[config.mk]
export PLATFORM = sky130hd
export DESIGN_NAME = divider_seq
export DESIGN_NICKNAME = d
export VERILOG_FILES = /design/src/rtl/divider_seq_pkg.sv /design/src/rtl/divider_seq_sub.sv /design/src/rtl/divider_seq.sv
export SDC_FILE = /design/constraint.sdc
export NUM_CORES = 1
export LEC_CHECK = 0
export CAP_MARGIN = 5
export CORE_ASPECT_RATIO = 1.25
export CORE_MARGIN = 2
export CORE_UTILIZATION = 50
export CTS_BUF_LIST = sky130_fd_sc_hd__clkbuf_4
export CTS_CLUSTER_DIAMETER = 100
export DETAILED_ROUTE_END_ITERATION = 6
export DONT_BUFFER_PORTS = 1
export GPL_TIMING_DRIVEN = 0
export PLACE_DENSITY = 0.66
export SYNTH_ARGS = -nofsm -noshare
export SYNTH_HDL_FRONTEND = slang
export SYNTH_SLANG_ARGS = --single-unit
export TNS_END_PERCENT = 30
[constraint.sdc]
create_clock -name iCLK -period 4.7 [get_ports iCLK]
set_input_delay 0.705 -clock iCLK [delete_from_list [all_inputs] [get_ports iCLK]]
set_output_delay 0.705 -clock iCLK [all_outputs]
set_load 0.01 [all_outputs]
[src/rtl/divider_seq_pkg.sv]
// ---------------------------------------------------------------------------
// divider_seq_pkg
// Shared definitions for the sequential restoring divider core.
//   state_t    : controller states, IDLE=0, CALC=1, DONE=2
//   cnt_width(): width of the iteration counter, clog2(DATASIZE+1), so the
//                counter can hold the value DATASIZE itself
// ---------------------------------------------------------------------------
package divider_seq_pkg;

  typedef enum logic [1:0] {
    ST_IDLE = 2'd0,
    ST_CALC = 2'd1,
    ST_DONE = 2'd2
  } state_t;

  localparam int DEFAULT_DATASIZE = 8;

  function automatic int cnt_width(input int datasize);
    return $clog2(datasize + 1);
  endfunction

  localparam int DEFAULT_CNT_WIDTH = cnt_width(DEFAULT_DATASIZE);

endpackage

[src/rtl/divider_seq_sub.sv]
// ---------------------------------------------------------------------------
// divider_seq_sub
// Combinational subtractor: diff = a - b - bin, with borrow-out.
//   WIDTH  : operand width
//   RIPPLE : 1 = explicit ripple-borrow chain, 0 = behavioural subtract
// Ports
//   a, b   : WIDTH-bit minuend / subtrahend
//   bin    : borrow-in
//   diff   : WIDTH-bit difference
//   bout   : borrow-out of the top bit (1 when a < b + bin)
// ---------------------------------------------------------------------------
module divider_seq_sub #(
  parameter int WIDTH  = 9,
  parameter bit RIPPLE = 1'b1
) (
  input  logic [WIDTH-1:0] a,
  input  logic [WIDTH-1:0] b,
  input  logic             bin,
  output logic [WIDTH-1:0] diff,
  output logic             bout
);

  generate
    if (RIPPLE) begin : g_ripple
      logic [WIDTH:0] br;

      // One full-subtractor cell per bit; the borrow ripples from bit 0 up.
      always_comb begin
        br[0] = bin;
        for (int i = 0; i < WIDTH; i++) begin
          diff[i]  = a[i] ^ b[i] ^ br[i];
          br[i+1]  = (~a[i] & b[i]) | (~(a[i] ^ b[i]) & br[i]);
        end
      end

      assign bout = br[WIDTH];
    end else begin : g_behav
      // Widening by one bit makes the top result bit the borrow-out.
      assign {bout, diff} = {1'b0, a} - {1'b0, b} - {{WIDTH{1'b0}}, bin};
    end
  endgenerate

endmodule

[src/rtl/divider_seq.sv]
// ---------------------------------------------------------------------------
// divider_seq
// Sequential unsigned restoring divider, one quotient bit per clock.
// Parameters
//   DATASIZE : operand / quotient / remainder width (>= 2)
// Ports
//   iCLK   : clock, rising edge
//   iRST   : synchronous active-high reset
//   iSTART : start request, honoured only in IDLE or DONE
//   iDVD   : dividend, captured on an accepted start
//   iDVS   : divisor, captured on an accepted start
//   oQ     : quotient, updated on entry to DONE
//   oR     : remainder, updated on entry to DONE
//   oBUSY  : high while iterating (CALC)
//   oDONE  : one-cycle completion pulse (DONE)
//   oDZ    : divide-by-zero flag of the last operation
// ---------------------------------------------------------------------------
module divider_seq
  import divider_seq_pkg::*;
#(
  parameter int DATASIZE = DEFAULT_DATASIZE
) (
  input  logic                iCLK,
  input  logic                iRST,
  input  logic                iSTART,
  input  logic [DATASIZE-1:0] iDVD,
  input  logic [DATASIZE-1:0] iDVS,
  output logic [DATASIZE-1:0] oQ,
  output logic [DATASIZE-1:0] oR,
  output logic                oBUSY,
  output logic                oDONE,
  output logic                oDZ
);

  localparam int CW = cnt_width(DATASIZE);

  state_t              state;
  state_t              state_next;
  logic [DATASIZE-1:0] dvs_reg;
  logic [DATASIZE-1:0] quo_reg;
  logic [DATASIZE-1:0] rem_reg;
  logic [CW-1:0]       count;
  logic [DATASIZE:0]   shifted;
  logic [DATASIZE:0]   divisor_ext;
  logic [DATASIZE:0]   diff;
  logic                borrow;
  logic                start_ok;
  logic                last_iter;
  logic [DATASIZE-1:0] quo_next;
  logic [DATASIZE-1:0] rem_next;
  logic                unused_diff_msb;

  assign start_ok  = iSTART && ((state == ST_IDLE) || (state == ST_DONE));
  assign last_iter = (state == ST_CALC) && (count == CW'(1));

  // The dividend shifts out of quo_reg MSB-first into the partial remainder
  // while quotient bits shift in at the bottom of the same register.
  assign shifted     = {rem_reg, quo_reg[DATASIZE-1]};
  assign divisor_ext = {1'b0, dvs_reg};

  divider_seq_sub #(
    .WIDTH  (DATASIZE + 1),
    .RIPPLE (1'b1)
  ) u_sub (
    .a    (shifted),
    .b    (divisor_ext),
    .bin  (1'b0),
    .diff (diff),
    .bout (borrow)
  );

  // When the difference is kept the partial remainder is below the divisor,
  // so its top bit is always zero and only the low bits are stored.
  assign unused_diff_msb = diff[DATASIZE];

  assign quo_next = {quo_reg[DATASIZE-2:0], ~borrow};
  assign rem_next = borrow ? shifted[DATASIZE-1:0] : diff[DATASIZE-1:0];

  // State register.
  always_ff @(posedge iCLK) begin
    if (iRST) begin
      state <= ST_IDLE;
    end else begin
      state <= state_next;
    end
  end

  // Next-state and status outputs; a zero divisor bypasses CALC entirely.
  always_comb begin
    state_next = state;
    oBUSY      = 1'b0;
    oDONE      = 1'b0;
    case (state)
      ST_IDLE: begin
        if (iSTART) begin
          state_next = (iDVS == '0) ? ST_DONE : ST_CALC;
        end
      end
      ST_CALC: begin
        oBUSY = 1'b1;
        if (count == CW'(1)) begin
          state_next = ST_DONE;
        end
      end
      ST_DONE: begin
        oDONE = 1'b1;
        if (iSTART) begin
          state_next = (iDVS == '0) ? ST_DONE : ST_CALC;
        end else begin
          state_next = ST_IDLE;
        end
      end
      default: begin
        state_next = ST_IDLE;
      end
    endcase
  end

  // Operand capture, iteration datapath and result registers. Results are
  // written only on the last iteration (or at start for a zero divisor) so
  // they hold steady between completions.
  always_ff @(posedge iCLK) begin
    if (iRST) begin
      dvs_reg <= '0;
      quo_reg <= '0;
      rem_reg <= '0;
      count   <= '0;
      oQ      <= '0;
      oR      <= '0;
      oDZ     <= 1'b0;
    end else if (start_ok) begin
      dvs_reg <= iDVS;
      quo_reg <= iDVD;
      rem_reg <= '0;
      count   <= CW'(DATASIZE);
      oDZ     <= (iDVS == '0);
      if (iDVS == '0) begin
        oQ <= '1;
        oR <= iDVD;
      end
    end else if (state == ST_CALC) begin
      quo_reg <= quo_next;
      rem_reg <= rem_next;
      count   <= count - CW'(1);
      if (last_iter) begin
        oQ <= quo_next;
        oR <= rem_next;
      end
    end
  end

endmodule

==> flow_summary.toml, run 1 <==
[timing]
drv_slew = 0
setup_viol = 0
final_period_minus_worst_setup_slack_ns = 4.452
fmax_ghz = 0.2246
final.setup_skew_ns = 0.01628
rsz0062_at_grt = "false"
fin_crit_sh_pct = 94.72
slew_headroom_pct = 58.74
fin_setup_tns_ns = 0
tightestPinTransition_ns = 0.6166
setup_slack_ns = 0.2481
hold_viol_final = 0

[placement]
dp.cells = 302
gp_congestion = 0.7754
post-place-ws_ns = 0.1961
portBuffers = 0
dp_hpwl_um = 3572
dpl_cell_area_um2 = 2280

[yosys]
ys_seq_area_share_pct = 42.63
synth_top_cell_by_area = "dfxtp_1"
synthDistinctLibCells = 27
synth_flop_cell = "dfxtp_1"
yosysWarningCount = 0
synthArstFlopShare_pct = 0
syn_area_per_cell_um2 = 9.046
synth_area_um2 = 2207
synthCells = 244
synth_seq_cells = 47
synth_top_area_share_pct = 42.63
synth_fp_nets = 273
synth_edf_count = 0
synthTopCellsByArea = "dfxtp_1, nand2_1, fa_1, o211ai_1, a21oi_1"

[clock_tree]
clkTransAtPathRegs_ns = 0.15
clock-sinks = 47
clockBufferDepth = 2
tritoncts = "done"
cts_hold_buf = 0
cts_setup_buffers = 0
tritoncts.num_buffers = 5
clk_latency_ns = 0.37
cts-resized-gates = 0
clock-root-buffer = "clkbuf_4"
htree_num_levels = 2

[floorplan]
dieArea_um2 = 4965
start_util_pct = 51.04
die-width_um = 63.43
die_height_um = 78.28
num_io_pins = 38
coreArea_um2 = 4324
fp-row-count = 27

[detailed_routing]
post-route-drc-count = 0
avgViaCountPerCell = 5.548
firstDrtPassIters = 4
ant_nets = 0
vias = 1720
drt_wl_total_um = 4626
wl_per_cell_um = 14.92
drt_iter0_markers = 110

[worst_hold_path]
hold_class = "input pin to flip-flop"

[run]
drv_cap = 0

[critical_path]
cp_max_fo = 10
cp.arrival_ns = 4.75
start_kind = "flip-flop"
crit_type = "flip-flop to flip-flop"
worstPathRequired_ns = 5.00
endpoint_kind = "flip-flop"

[cells_and_area]
antenna_cells = 0
post-route-util_pct = 54.63
drive_above_1_share_pct = 15.08
fill_cells = 454
area_delta_synth_final_pct = 7.030
instances_no_fill = 310
stdcell_area_um2 = 2362
final_nets = 280

[power]
p_leak_nw = 0.7934
max-vdd-ir-drop_mv = 0.2110
cellPowerDensity_nw_per_um2 = 363.8

[global_routing]
first_global_vias = 1719
grt-ovfl-total = 0
grt_max_degree = 16
grt_pass1_wl_um = 7824
grt_usage_pct = 19.98
antenna_found_initial = 0

[outcome]
status = "finished, final reports clean"
cell usage after synthesis (2+ instances only):
cell type	instances
a21oi_1	21
a31o_1	8
a31oi_1	8
a31oi_2	8
buf_1	3
buf_2	4
buf_6	2
clkbuf_1	8
dfxtp_1	47
fa_1	7
ha_1	3
inv_1	18
nand2_1	59
nand2b_1	3
nand3_2	2
nor2_1	7
nor2b_1	2
nor4_4	2
o211ai_1	16
o221a_2	8
xnor2_1	2
per-layer routing:
metal | global-route usage (%) | vias up | routed length, um
li1 | - | 851 | -
met4 | 9.565 | 0 | 125
met3 | 5.587 | 13 | 238
met2 | 33.16 | 42 | 2253
met5 | 0 | - | 0
met1 | 23.74 | 814 | 2010
kinds of logic (layout without fill, tap and decap cells):
family | Yosys count | after routing | synth area share [%]
compound gates | 70 | 70 | 24.60
simple gates | 77 | 77 | 16.33
xor+xnor | 3 | 3 | 1.191
flops | 47 | 47 | 42.63
fa+ha+maj | 10 | 10 | 8.050
buf+inv | 37 | 45 | 7.199
worst max-delay path, cell delays in order (launching register included):
cell      delay, ns
dfxtp_1        0.44
inv_1          0.07
ha_1           0.19
fa_1           0.37
fa_1           0.40
fa_1           0.39
fa_1           0.40
fa_1           0.40
fa_1           0.39
fa_1           0.36
nand2b_1       0.08
buf_2          0.17
clkbuf_1       0.41
o211ai_1       0.15
a21oi_1        0.16
per-stage QoR:
stage | power, mW | hold WS (ns)
after global routing | 0.9120 | 0.4227
after global placement | 0.6205 | 0.4488
after detailed placement | 0.6233 | 0.4557
final | 0.8593 | 0.4545
after floorplan | 0.5815 | 0.4312
after CTS | 0.8663 | 0.4414
final timing paths:
| path | start | cells past startpoint | end | slack, ns |
|---|---|---|---|---|
| setup / recovery | quo_reg[7] | 14 | rem_reg[1] | 0.25 |
| hold / removal | iDVS[3] | 2 | dvs_reg[3] | 0.45 |
| setup reg to reg | quo_reg[7] | 14 | rem_reg[1] | 0.25 |
| hold reg to reg | rem_reg[7] | 2 | rem_reg[7] | 0.47 |
area by class of cell:
class / count / area (um2) / share of cell area [%]
multi-input cells: 160 / 1107 / 46.87
flip-flops and latches: 47 / 940.9 / 39.83
plain buffers: 17 / 85.08 / 3.602
inverters: 20 / 75.07 / 3.178
well taps: 58 / 72.57 / 3.072
clock inverters: 3 / 43.79 / 1.854
clock buffers: 5 / 37.54 / 1.589
power by group:
part / internal, mW / switching, mW
registers: 0.421 / 0.0199
logic: 0.0621 / 0.112
clock network: 0.112 / 0.133
cells in the final DEF (no fill, tap or decap):
cell       count
xnor2_1        2
a31o_1         8
clkbuf_4       5
nor2_1         7
a31oi_1        8
a21oi_1       21
nor4_2         1
nand2b_1       3
nand3_2        2
a211oi_1       1
a31oi_2        8
dfxtp_1       47
inv_2          1
buf_2          4
bufinv_16      1
ha_1           3
clkinv_2       1
clkbuf_1       7
nor4_4         2
clkinv_1       1
clkbuf_2       1
nor2b_1        2
clkinv_4       1
o211ai_1      16
nand2_1       59
o221a_2        8
nand2_2        1
xor2_1         1
fa_1           7
buf_6          2
inv_1         18
buf_1          3
(Power assumes the default switching activity.)
==> run 2: changes to the inputs <==
CORE_ASPECT_RATIO = unset   (was 1.25)
clock period = 4.1 ns   (was 4.7 ns; I/O delays follow)
==> flow_summary.toml, run 2 (same netlist as run 1, synthesis figures left out) <==
[timing]
final_period_minus_worst_setup_slack_ns = 3.949
drv_slew = 0
fin_crit_sh_pct = 96.32
final.setup_skew_ns = 0.01394
fmax_ghz = 0.2532
slew_headroom_pct = 62.17
tightestPinTransition_ns = 0.5675
hold_viol_final = 0
setup_slack_ns = 0.1510
setup_viol = 0

[clock_tree]
tritoncts = "done"
tritoncts.num_buffers = 5
clock-sinks = 47
clockBufferDepth = 2
clkTransAtPathRegs_ns = 0.14
clk_latency_ns = 0.37
htree_num_levels = 2
clock-root-buffer = "clkbuf_4"
cts_hold_buf = 0

[critical_path]
cp_max_fo = 10
endpoint_kind = "flip-flop"
worstPathRequired_ns = 4.36
r2r_slack_ns = 0.15
cp.arrival_ns = 4.21
crit_type = "flip-flop to flip-flop"
r2r_end = "oR[6]"
start_kind = "flip-flop"
r2r-start = "quo_reg[7]"
rr_worst_depth = 15

[cells_and_area]
final_nets = 281
area_delta_synth_final_pct = 8.277
final_common_cell = "nand2_1"
antenna_cells = 0
drive_above_1_share_pct = 17.00
fill_cells = 412
final_cell_mix = "nand2_1, dfxtp_1, a21oi_1"

[detailed_routing]
vias = 1732
post-route-drc-count = 0
drt_wl_total_um = 4710
drt_iter0_markers = 122
firstDrtPassIters = 4
avgViaCountPerCell = 5.679
ant_nets = 0
wl_per_cell_um = 15.44

[placement]
gp_congestion = 0.8318
dp_hpwl_um = 3513
post-place-ws_ns = -0.2725
portBuffers = 0

[floorplan]
dieArea_um2 = 4962
coreArea_um2 = 4294
num_io_pins = 38
die-width_um = 70.44
fp-row-count = 24
start_util_pct = 51.40
die_height_um = 70.44

[worst_hold_path]
hold_class = "input pin to flip-flop"
hold_start = "iDVS[7]"
min_to = "dvs_reg[7]"
whs_path_depth = 2

[global_routing]
grt_max_degree = 15
antenna_found_initial = 0
grt_use_met3_pct = 5.628
first_global_vias = 1685
grtUsageMet2_pct = 32.49
grt_usage_pct = 20.82
use_met1_pct = 27.70
grt_pass1_wl_um = 8142
grt-ovfl-total = 0
top_usage_layer = "met2"

[run]
drv_cap = 0

[power]
fin_total_pwr_mw = 1.002
cellPowerDensity_nw_per_um2 = 419.3
p_leak_nw = 0.8041
max-vdd-ir-drop_mv = 0.1771

[outcome]
status = "finished, final reports clean"
## run 2: per-stage QoR
step	cell area (um2)	hold WS, ns	cells	TNS (ns)	util (%)
final	2390	0.3677	305	0	55.65
after global routing	2390	0.3617	305	-0.02590	55.65
after CTS	2376	0.3580	305	0	55.33
after detailed placement	2273	0.4557	296	-3.401	52.94
after global placement	2273	0.4462	296	-3.606	52.94
after floorplan	2208	0.4312	244	0	-
## run 2: final cells by class
type | count | area [um2] | share of cell area, %
Inverter | 20 | 75.07 | 3.141
Multi-Input combinational cell | 160 | 1115 | 46.65
Timing Repair Buffer | 1 | 7.507 | 0.3141
Clock buffer | 5 | 37.54 | 1.571
Buffer | 17 | 108.9 | 4.555
Clock inverter | 3 | 38.79 | 1.623
Tap cell | 52 | 65.06 | 2.723
Sequential cell | 47 | 942.2 | 39.42
## run 2: worst max path at each step
stage,startpoint,to,slack (ns),cells past startpoint
5_1_grt,quo_reg[7],oR[7],-0.02,15
2_1_floorplan,quo_reg[7],oR[6],0.10,15
4_1_cts,quo_reg[7],oR[6],0.05,15
3_5_place_dp,quo_reg[7],rem_reg[1],-0.27,14
3_3_place_gp,quo_reg[7],rem_reg[1],-0.28,14
6_report,quo_reg[7],oR[6],0.15,15
## run 2: power by group
group | total, mW | switching, mW | internal (mW) | leakage, nW
sequential | 0.506 | 0.0230 | 0.482 | 0.383
clock | 0.274 | 0.148 | 0.126 | 0.0426
combinational | 0.223 | 0.133 | 0.0893 | 0.378
## run 2: critical path, stage by stage, from the launching register on
cell and delay, ns:
dfxtp_2 0.37, inv_1 0.04, ha_1 0.18, fa_1 0.38, fa_2 0.35, fa_1 0.38, fa_2 0.35, fa_2 0.34
fa_1 0.38, fa_1 0.38, nand2b_1 0.11, buf_6 0.14, buf_8 0.13, nand2_1 0.07, o211ai_1 0.13, a31oi_2 0.11
## run 2: metal layers
metal	up-vias	share of wire, %
li1	859	-
met1	823	46
met2	42	47
met3	8	4.9
met4	0	2.0
met5	-	0
## run 2: timing repair
item / in CTS / in global routing
resized for setup: 7 / 6
pin swaps: 0 / 1
setup endpoints to repair: 18 / 17
setup buffers: 1 / 0
==> run 3: changes to the inputs <==
clock period = 4.9 ns   (was 4.1 ns; I/O delays follow)
==> flow_summary.toml, run 3 (same netlist as run 1, synthesis figures left out) <==
[critical_path]
startpoint = "quo_reg[7]"
endpoint_kind = "flip-flop"
r2r-start = "quo_reg[7]"
crit_type = "flip-flop to flip-flop"
cp.arrival_ns = 4.77
start_kind = "flip-flop"
cp_max_fo = 10
worstPathRequired_ns = 5.16

[cells_and_area]
final_cell_mix = "nand2_1, dfxtp_1, a21oi_1"
stdcell_area_um2 = 2330
final_nets = 280
antenna_cells = 0
final_common_cell = "nand2_1"
fill_cells = 416
drive_above_1_share_pct = 14.68
area_delta_synth_final_pct = 5.555

[floorplan]
dieArea_um2 = 4962
die_height_um = 70.44
fp-row-count = 24
num_io_pins = 38
die-width_um = 70.44
coreArea_um2 = 4294
start_util_pct = 51.40

[timing]
tightestPinTransition_ns = 0.5681
final_period_minus_worst_setup_slack_ns = 4.518
fin_setup_tns_ns = 0
fmax_ghz = 0.2214
setup_viol = 0
hold_viol_final = 0
setup_slack_ns = 0.3824
fin_crit_sh_pct = 92.20
rsz0062_at_grt = "false"
drv_slew = 0
slew_headroom_pct = 62.13
final.setup_skew_ns = 0.01538

[detailed_routing]
drt_iter0_markers = 110
firstDrtPassIters = 4
post-route-drc-count = 0
wl_per_cell_um = 16.05
avgViaCountPerCell = 5.582
vias = 1697
ant_nets = 0
drt_wl_total_um = 4878

[worst_hold_path]
hold_start = "rem_reg[7]"
hold_class = "flip-flop to flip-flop"

[clock_tree]
tritoncts = "done"
clock-root-buffer = "clkbuf_4"
cts-resized-gates = 0
cts_setup_buffers = 0
htree_num_levels = 2
tritoncts.num_buffers = 5
clk_latency_ns = 0.37
cts_hold_buf = 0
clockBufferDepth = 2
clkTransAtPathRegs_ns = 0.15
clock-sinks = 47

[power]
cellPowerDensity_nw_per_um2 = 332.3
intPower_mw = 0.5187
p_clk_share_pct = 23.5
switchingPower_mw = 0.2555
seq_power_share_pct = 54.7
max-vdd-ir-drop_mv = 0.1310
p_leak_nw = 0.7724
fin_total_pwr_mw = 0.7742
combPwrFrac_pct = 21.8
sw_frac_of_total_pct = 33.00

[global_routing]
grt_max_degree = 16
grt_usage_pct = 21.27
first_global_vias = 1777
grt-ovfl-total = 0
antenna_found_initial = 0
grt_pass1_wl_um = 8280

[placement]
post-place-ws_ns = 0.4196
dpl_cell_area_um2 = 2272
gp_congestion = 0.8400
dp_hpwl_um = 3745
portBuffers = 0

[outcome]
status = "finished, final reports clean"

[run]
drv_cap = 0
[run 3: cell count changes in the layout (fill, tap and decap cells not counted), moves of 2 or more]
| cell | before | now |
|---|---|---|
| buf_6 | 4 | 2 |
| clkbuf_1 | 6 | 8 |
| clkinvlp_4 | 0 | 2 |
| fa_1 | 4 | 7 |
| fa_2 | 3 | 0 |
[run 3: metal layers]
layer | routed length, um | vias to the layer above | GRT usage, %
li1 | - | 857 | -
met1 | 2256 | 796 | 26.45
met2 | 2346 | 39 | 35.85
met3 | 216 | 5 | 5.916
met4 | 58 | 0 | 6.197
met5 | 0 | - | 0
[run 3: power by group through the flow]
stage | combinational, mW | sequential, mW | clock [mW]
6_report | 0.169 | 0.424 | 0.182
5_1_grt | 0.194 | 0.427 | 0.201
4_1_cts | 0.170 | 0.424 | 0.185
3_5_place_dp | 0.169 | 0.432 | 0
3_3_place_gp | 0.165 | 0.432 | 0
2_1_floorplan | 0.131 | 0.427 | 0
[run 3: path summary, 6_finish.rpt]
kind | endpoint | slack [ns] | cells after the start
worst max-delay path | oR[6] | 0.38 | 15
worst min-delay path | rem_reg[7] | 0.48 | 2
worst max register to register | oR[6] | 0.38 | 15
worst min register to register | rem_reg[7] | 0.48 | 2
[run 3: metrics by stage]
| step | util, % | hold slack (ns) | cells |
|---|---|---|---|
| detailed placement | 52.91 | 0.4544 | 296 |
| global route | 54.25 | 0.4839 | 304 |
| finish | 54.25 | 0.4778 | 304 |
| global placement | 52.91 | 0.4468 | 296 |
| CTS | 54.25 | 0.4739 | 304 |
| floorplan | - | 0.4312 | 244 |
[run 3: critical path: stages (launching register included)]
cell and delay, ns:
dfxtp_1 0.41, inv_1 0.06, ha_1 0.20, fa_1 0.39, fa_1 0.39, fa_1 0.39
fa_1 0.40, fa_1 0.39, fa_1 0.40, fa_1 0.38, nand2b_1 0.07, buf_2 0.17
clkbuf_1 0.37, nand2_1 0.15, o211ai_1 0.13, a31oi_2 0.11
[run 3: layout make-up]
class	count	area, um2	share of cell area, %
inverters	20	75.07	3.222
clock inverters	3	20.02	0.8593
well taps	52	65.06	2.793
multi-input cells	160	1107	47.53
flip-flops and latches	47	940.9	40.39
clock buffers	5	37.54	1.611
plain buffers	17	83.83	3.598
